===== config.mk =====
export PLATFORM = sky130hd
export DESIGN_NAME = pipelined_cla_adder
export DESIGN_NICKNAME = d
export VERILOG_FILES = /design/src/rtl/cla_pkg.sv /design/src/rtl/cla_group.sv /design/src/rtl/pipelined_cla_adder.sv
export SDC_FILE = /design/constraint.sdc
export NUM_CORES = 1
export LEC_CHECK = 0
export ABC_AREA = 0
export BUFFER_PORTS_ARGS = -buffer_cell sky130_fd_sc_hd__buf_2
export CAP_MARGIN = 20
export CORE_AREA = 2 2 83 85
export CTS_BUF_LIST = sky130_fd_sc_hd__clkbuf_2 sky130_fd_sc_hd__clkbuf_4 sky130_fd_sc_hd__clkbuf_8
export DETAILED_ROUTE_END_ITERATION = 6
export DIE_AREA = 0 0 85 87
export GPL_TIMING_DRIVEN = 0
export PLACE_DENSITY = 0.84
export SLEW_MARGIN = 40
export SYNTH_ARGS = -nofsm -noshare
export SYNTH_HDL_FRONTEND = slang
export SYNTH_SLANG_ARGS = --single-unit

===== constraint.sdc =====
create_clock -name clk -period 4.6 [get_ports clk]
set_clock_uncertainty 0.1 [all_clocks]
set_input_delay 0.46 -clock clk [delete_from_list [all_inputs] [get_ports clk]]
set_output_delay 0.46 -clock clk [all_outputs]
set_load 0.01 [all_outputs]

===== src/rtl/cla_pkg.sv =====
// rtl/cla_pkg.sv - shared types, limits and the lookahead carry function for the CLA pipeline
package cla_pkg;

   localparam int BLOCK_DEFAULT = 4;
   localparam int CLA_MAX_BLOCK = 32;

   typedef struct packed {
      logic g;
      logic p;
   } gp_t;

   // Carry out of bit idx as a flat sum of products: g[j] & p[idx:j+1] terms plus cin & p[idx:0].
   function automatic logic cla_carry(input logic [CLA_MAX_BLOCK-1:0] g,
                                      input logic [CLA_MAX_BLOCK-1:0] p,
                                      input logic                     cin,
                                      input int                       idx);
      logic c;
      logic term;
      c = 1'b0;
      for (int j = 0; j < CLA_MAX_BLOCK; j++) begin
         if (j <= idx) begin
            term = g[j];
            for (int m = j + 1; m < CLA_MAX_BLOCK; m++) begin
               if (m <= idx) term = term & p[m];
            end
            c = c | term;
         end
      end
      term = cin;
      for (int m = 0; m < CLA_MAX_BLOCK; m++) begin
         if (m <= idx) term = term & p[m];
      end
      return c | term;
   endfunction

endpackage


===== src/rtl/cla_group.sv =====
// rtl/cla_group.sv - combinational BLOCK-bit carry-lookahead group
module cla_group
   import cla_pkg::*;
#(
   parameter int BLOCK = BLOCK_DEFAULT
) (
   input  logic [BLOCK-1:0] a,
   input  logic [BLOCK-1:0] b,
   input  logic             cin,
   output logic [BLOCK-1:0] sum,
   output logic             cout,
   output gp_t              gp,
   output logic             c_msb
);

   logic [CLA_MAX_BLOCK-1:0] g_pad;
   logic [CLA_MAX_BLOCK-1:0] p_pad;
   logic [BLOCK:0]           c;

   always_comb begin
      g_pad            = '0;
      p_pad            = '0;
      g_pad[BLOCK-1:0] = a & b;
      p_pad[BLOCK-1:0] = a ^ b;
      c                = '0;
      c[0]             = cin;
      for (int i = 0; i < BLOCK; i++) begin
         c[i+1] = cla_carry(g_pad, p_pad, cin, i);
      end
      sum   = p_pad[BLOCK-1:0] ^ c[BLOCK-1:0];
      cout  = c[BLOCK];
      c_msb = c[BLOCK-1];
      gp.g  = cla_carry(g_pad, p_pad, 1'b0, BLOCK - 1);
      gp.p  = &p_pad[BLOCK-1:0];
   end

endmodule


===== src/rtl/pipelined_cla_adder.sv =====
// rtl/pipelined_cla_adder.sv - skewed pipelined CLA adder, one lookahead group per stage
// PIPELINED_CLA_SUB_EN adds a sub input that turns the block into an adder/subtractor.
module pipelined_cla_adder
   import cla_pkg::*;
#(
   parameter int WIDTH = 16,
   parameter int BLOCK = BLOCK_DEFAULT
) (
   input  logic             clk,
   input  logic             rst,
   input  logic             in_valid,
   output logic             in_ready,
   input  logic [WIDTH-1:0] a,
   input  logic [WIDTH-1:0] b,
   input  logic             cin,
`ifdef PIPELINED_CLA_SUB_EN
   input  logic             sub,
`endif
   output logic             out_valid,
   input  logic             out_ready,
   output logic [WIDTH-1:0] sum,
   output logic             cout,
   output logic             ovf
);

   localparam int STAGES = WIDTH / BLOCK;

   if (WIDTH <= 0 || BLOCK <= 0 || BLOCK > CLA_MAX_BLOCK || (WIDTH % BLOCK) != 0) begin : g_bad_cfg
      $error("pipelined_cla_adder: WIDTH must be a positive multiple of BLOCK");
   end

   logic [STAGES-1:0]            valid_q, valid_d;
   logic [STAGES-1:0][WIDTH-1:0] a_q, a_d;
   logic [STAGES-1:0][WIDTH-1:0] b_q, b_d;
   logic [STAGES-1:0][WIDTH-1:0] sum_q, sum_d;
   logic [STAGES-1:0]            carry_q, carry_d;
   logic                         ovf_q, ovf_d;

   logic [STAGES:0]              ready;
   logic [STAGES-1:0]            valid_in;
   logic [STAGES-1:0]            cin_in;
   logic [STAGES-1:0][WIDTH-1:0] a_in, b_in, sum_in;
   logic [WIDTH-1:0]             b_eff;
   logic                         cin_eff;

   logic [STAGES-1:0][BLOCK-1:0] grp_sum;
   gp_t  [STAGES-1:0]            grp_gp;
   logic [STAGES-1:0]            grp_cout;
   logic [STAGES-1:0]            grp_cmsb;
   logic                         unused_bits;

   always_comb begin
`ifdef PIPELINED_CLA_SUB_EN
      b_eff   = b ^ {WIDTH{sub}};
      cin_eff = cin ^ sub;
`else
      b_eff   = b;
      cin_eff = cin;
`endif
   end

   // Stage 0 sees the ports; every later stage sees the registers of the stage before it.
   always_comb begin
      valid_in[0] = in_valid;
      a_in[0]     = a;
      b_in[0]     = b_eff;
      sum_in[0]   = '0;
      cin_in[0]   = cin_eff;
      for (int k = 1; k < STAGES; k++) begin
         valid_in[k] = valid_q[k-1];
         a_in[k]     = a_q[k-1];
         b_in[k]     = b_q[k-1];
         sum_in[k]   = sum_q[k-1];
         cin_in[k]   = carry_q[k-1];
      end
   end

   for (genvar k = 0; k < STAGES; k++) begin : g_stage
      cla_group #(.BLOCK(BLOCK)) u_group (
         .a     (a_in[k][k*BLOCK +: BLOCK]),
         .b     (b_in[k][k*BLOCK +: BLOCK]),
         .cin   (cin_in[k]),
         .sum   (grp_sum[k]),
         .cout  (grp_cout[k]),
         .gp    (grp_gp[k]),
         .c_msb (grp_cmsb[k])
      );
   end

   always_comb begin
      ready         = '0;
      ready[STAGES] = out_ready;
      for (int k = STAGES - 1; k >= 0; k--) begin
         ready[k] = !valid_q[k] || ready[k+1];
      end
   end

   always_comb begin
      valid_d = valid_q;
      a_d     = a_q;
      b_d     = b_q;
      sum_d   = sum_q;
      carry_d = carry_q;
      ovf_d   = ovf_q;
      for (int k = 0; k < STAGES; k++) begin
         if (ready[k]) begin
            valid_d[k] = valid_in[k];
            // Data registers only move for real operands, so bubbles leave the last result in place.
            if (valid_in[k]) begin
               a_d[k]                       = a_in[k];
               b_d[k]                       = b_in[k];
               sum_d[k]                     = sum_in[k];
               sum_d[k][k*BLOCK +: BLOCK]   = grp_sum[k];
               carry_d[k]                   = grp_gp[k].g | (grp_gp[k].p & cin_in[k]);
            end
         end
      end
      if (ready[STAGES-1] && valid_in[STAGES-1]) begin
         ovf_d = grp_cout[STAGES-1] ^ grp_cmsb[STAGES-1];
      end
   end

   always_ff @(posedge clk) begin
      if (rst) begin
         valid_q <= '0;
         a_q     <= '0;
         b_q     <= '0;
         sum_q   <= '0;
         carry_q <= '0;
         ovf_q   <= 1'b0;
      end else begin
         valid_q <= valid_d;
         a_q     <= a_d;
         b_q     <= b_d;
         sum_q   <= sum_d;
         carry_q <= carry_d;
         ovf_q   <= ovf_d;
      end
   end

   assign in_ready  = ready[0];
   assign out_valid = valid_q[STAGES-1];
   assign sum       = sum_q[STAGES-1];
   assign cout      = carry_q[STAGES-1];
   assign ovf       = ovf_q;

   assign unused_bits = ^{grp_cout, grp_cmsb, a_in, b_in, a_q[STAGES-1], b_q[STAGES-1]};

endmodule


==> impl_metrics.toml <==
[synth]
synth.ff_latch_count = 97
synth_common_cells = "nand2_1 (159), dfxtp_1 (97), a21oi_1 (86)"
synthCells = 490
ys_seq_area_frac = 0.475
synth_flop_cell = "dfxtp_1"
synth_nets = 551
synth_edf_count = 0
async_flop_share = 0
ys_warn_count = 0
synth.top_cell.area_share = 0.475
synth_cell_types = 38
synth.most_common_cell = "nand2_1"
yosysTopAreaCell = "dfxtp_1"
postSynthAreaPerCell_um2 = 8.34
synth_area_leaders = "dfxtp_1 (48%), nand2_1 (15%), a21oi_1 (11%), ha_1 (6.1%), fa_1 (2.0%)"
syn_area_um2 = 4090

[power_and_ir_drop]
irDropWorstVdd_v = 0.000223
power_density_nw_per_um2 = 332
p_leak_uw = 0.00191

[detailed_routing]
wl_um = 8480
postRouteAntennaNets = 0
drt_first_pass_iters = 5
vias = 3395
vias_per_cell = 5.30
drt_iter0_drc = 166
wl_per_cell_um = 13.2
drc = 0

[sta]
fmax_mhz = 527
final_hold_viol_count = 0
tns_ns = 0
finalCritPeriodShare = 0.413
holdWs_ns = 0.225
fin_crit_ns = 1.90
max_slew_margin = 0.602
finalSetupViolCount = 0
rsz0062_at_grt = "no"
tightestPinTransition_ns = 0.598
slew_violations = 0

[place]
place_area_um2 = 4460
finalWeightedCongestion = 0.876
io_buffer_count = 55
dp_hpwl_um = 6530
dp.cells = 625

[cells_and_area]
fin_cells = 641
fin_nets = 617
syn2layout_area_growth_pct = 13.7
layout-drive-gt1-share = 0.164
diodes = 0
fin_area_um2 = 4650

[worst_hold_path]
hp-start = "a[6]"
hold_path_end = "a_in[22]$_SDFFE_PP0P_"
hold-path-cell-count = 3
hp-class = "input port to flip-flop"

[global_routing]
grt_antenna_before_repair = 0
grt_pass1_vias = 3037
grt_max_degree = 16
grt.busiest_layer = "met2"
track_usage = 0.236
grt_pass1_wl_um = 13800
met3_usage = 0.0398
grtUsageMet1 = 0.300
gr-total-overflow = 0
grt_use_met2 = 0.402

[clocking]
insertion_delay_ns = 0.36
tritoncts = "built"
htreeDepth = 3
cts_setup_buffers = 0
cts.reportedPaths.clkPinSlew_ns = 0.09
cts-resized-gates = 0
numCtsBuffers = 9
cts_max_path_buffers = 2
cts_root_buf = "clkbuf_8"
clock_sinks = 97
cts_hold_buf = 0

[worst_setup_path]
cp.required_ns = 4.80
critPathCaptureType = "flip-flop"
r2r-end = "sum_in[59]$_SDFFE_PP0P_"
r2r_slack_ns = 2.70
worstReg2RegStart = "a_in[40]$_SDFFE_PP0P_"
arrival_ns = 2.10
reg2reg_depth = 6
cp-startpoint = "a_in[40]$_SDFFE_PP0P_"
worstSetupPathType = "flip-flop to flip-flop"
cp_max_fo = 3
start_kind = "flip-flop"

[run]
cap_violations = 0

[die]
pin_count = 57
start_util = 0.622
core_area_um2 = 6570
num_rows = 30
die_x_um = 85
die_area_um2 = 7400
fp.dieH_um = 87

[outcome]
status = "finished, final reports clean"
==> worst max-delay path: stages, from the launching register on <==
cell and delay (ns):
dfxtp_1 0.35, ha_1 0.32, ha_1 0.21, o21ai_0 0.23
a21oi_1 0.14, nor4b_1 0.31, a311o_1 0.17
==> power by group <==
group | switching [uW] | leakage, uW | internal (uW)
clock network | 286 | 0.0000962 | 233
logic | 82.8 | 0.00103 | 59.2
registers | 17.7 | 0.000789 | 866
total | 386 | 0.00191 | 1160
==> kinds of logic (layout without fill, tap and decap cells) <==
family | count (synthesis) | in the layout | share of synthesized area
simple gates | 203 | 203 | 0.211
compound gates | 119 | 119 | 0.167
flops | 97 | 97 | 0.475
buf+inv | 37 | 108 | 0.0447
fa+ha+maj | 24 | 24 | 0.0808
xor+xnor | 10 | 10 | 0.0214
==> worst max path at each step <==
| stage | to | slack [ns] | cells past startpoint |
|---|---|---|---|
| detailed placement | a_in[41]$_SDFFE_PP0P_ | 2.66 | 4 |
| CTS | in_ready | 2.72 | 3 |
| global route | sum_in[39]$_SDFFE_PP0P_ | 2.51 | 6 |
| floorplan | sum_in[19]$_SDFFE_PP0P_ | 2.95 | 6 |
| finish | sum_in[59]$_SDFFE_PP0P_ | 2.70 | 6 |
| global placement | b_in[62]$_SDFFE_PP0P_ | 2.71 | 4 |
==> sequential cells by signal (all words and copies together) (netlist names) <==
signal and count:
sum_in 24, a_in 24, carry_q 4, b_in 24, sum 16, valid_q 4
ovf 1
==> routing by layer <==
layer  part of all wire  routed length (um)
met1               0.47                3990
met2               0.48                4040
met3              0.034                 292
met4              0.019                 162
met5                  0                   0
==> cell type report <==
type	instances	area (um2)
tap	80	100
inverter	9	33.8
multi-input combinational	356	1960
clock inverter	4	26.3
buffer	28	149
sequential	97	1940
timing repair buffer	55	275
clock buffer	12	159
fill	544	1920
==> layout by cell type, fill, tap and decap left out, drive strengths merged <==
cell,netlist,routed
nand4b,1,1
nor3b,4,4
and2,2,2
o211ai,3,3
nor2b,1,1
a21o,5,5
nand2,159,159
ha,20,20
nor3,1,1
xnor2,9,9
clkinv,0,2
a311o,2,2
and4b,1,1
clkinvlp,0,1
dfxtp,97,97
nor4,1,1
a2111oi,1,1
nand3b,6,6
inv,9,10
nand3,1,1
a311oi,1,1
xor2,1,1
o21a,1,1
nor2,20,20
clkbuf,10,22
nand2b,4,4
nor4b,2,2
o31ai,4,4
a211oi,8,8
buf,18,73
o21ai,6,6
a211o,1,1
fa,4,4
a21oi,87,87
==> metrics by stage <==
step | util | total power (uW) | setup WS (ns)
finish | 0.708 | 1540 | 2.70
global route | 0.708 | 1610 | 2.51
CTS | 0.708 | 1550 | 2.72
detailed placement | 0.679 | 1040 | 2.66
global placement | 0.679 | 1040 | 2.71
floorplan | - | 996 | 2.95
(Power assumes the default switching activity.)
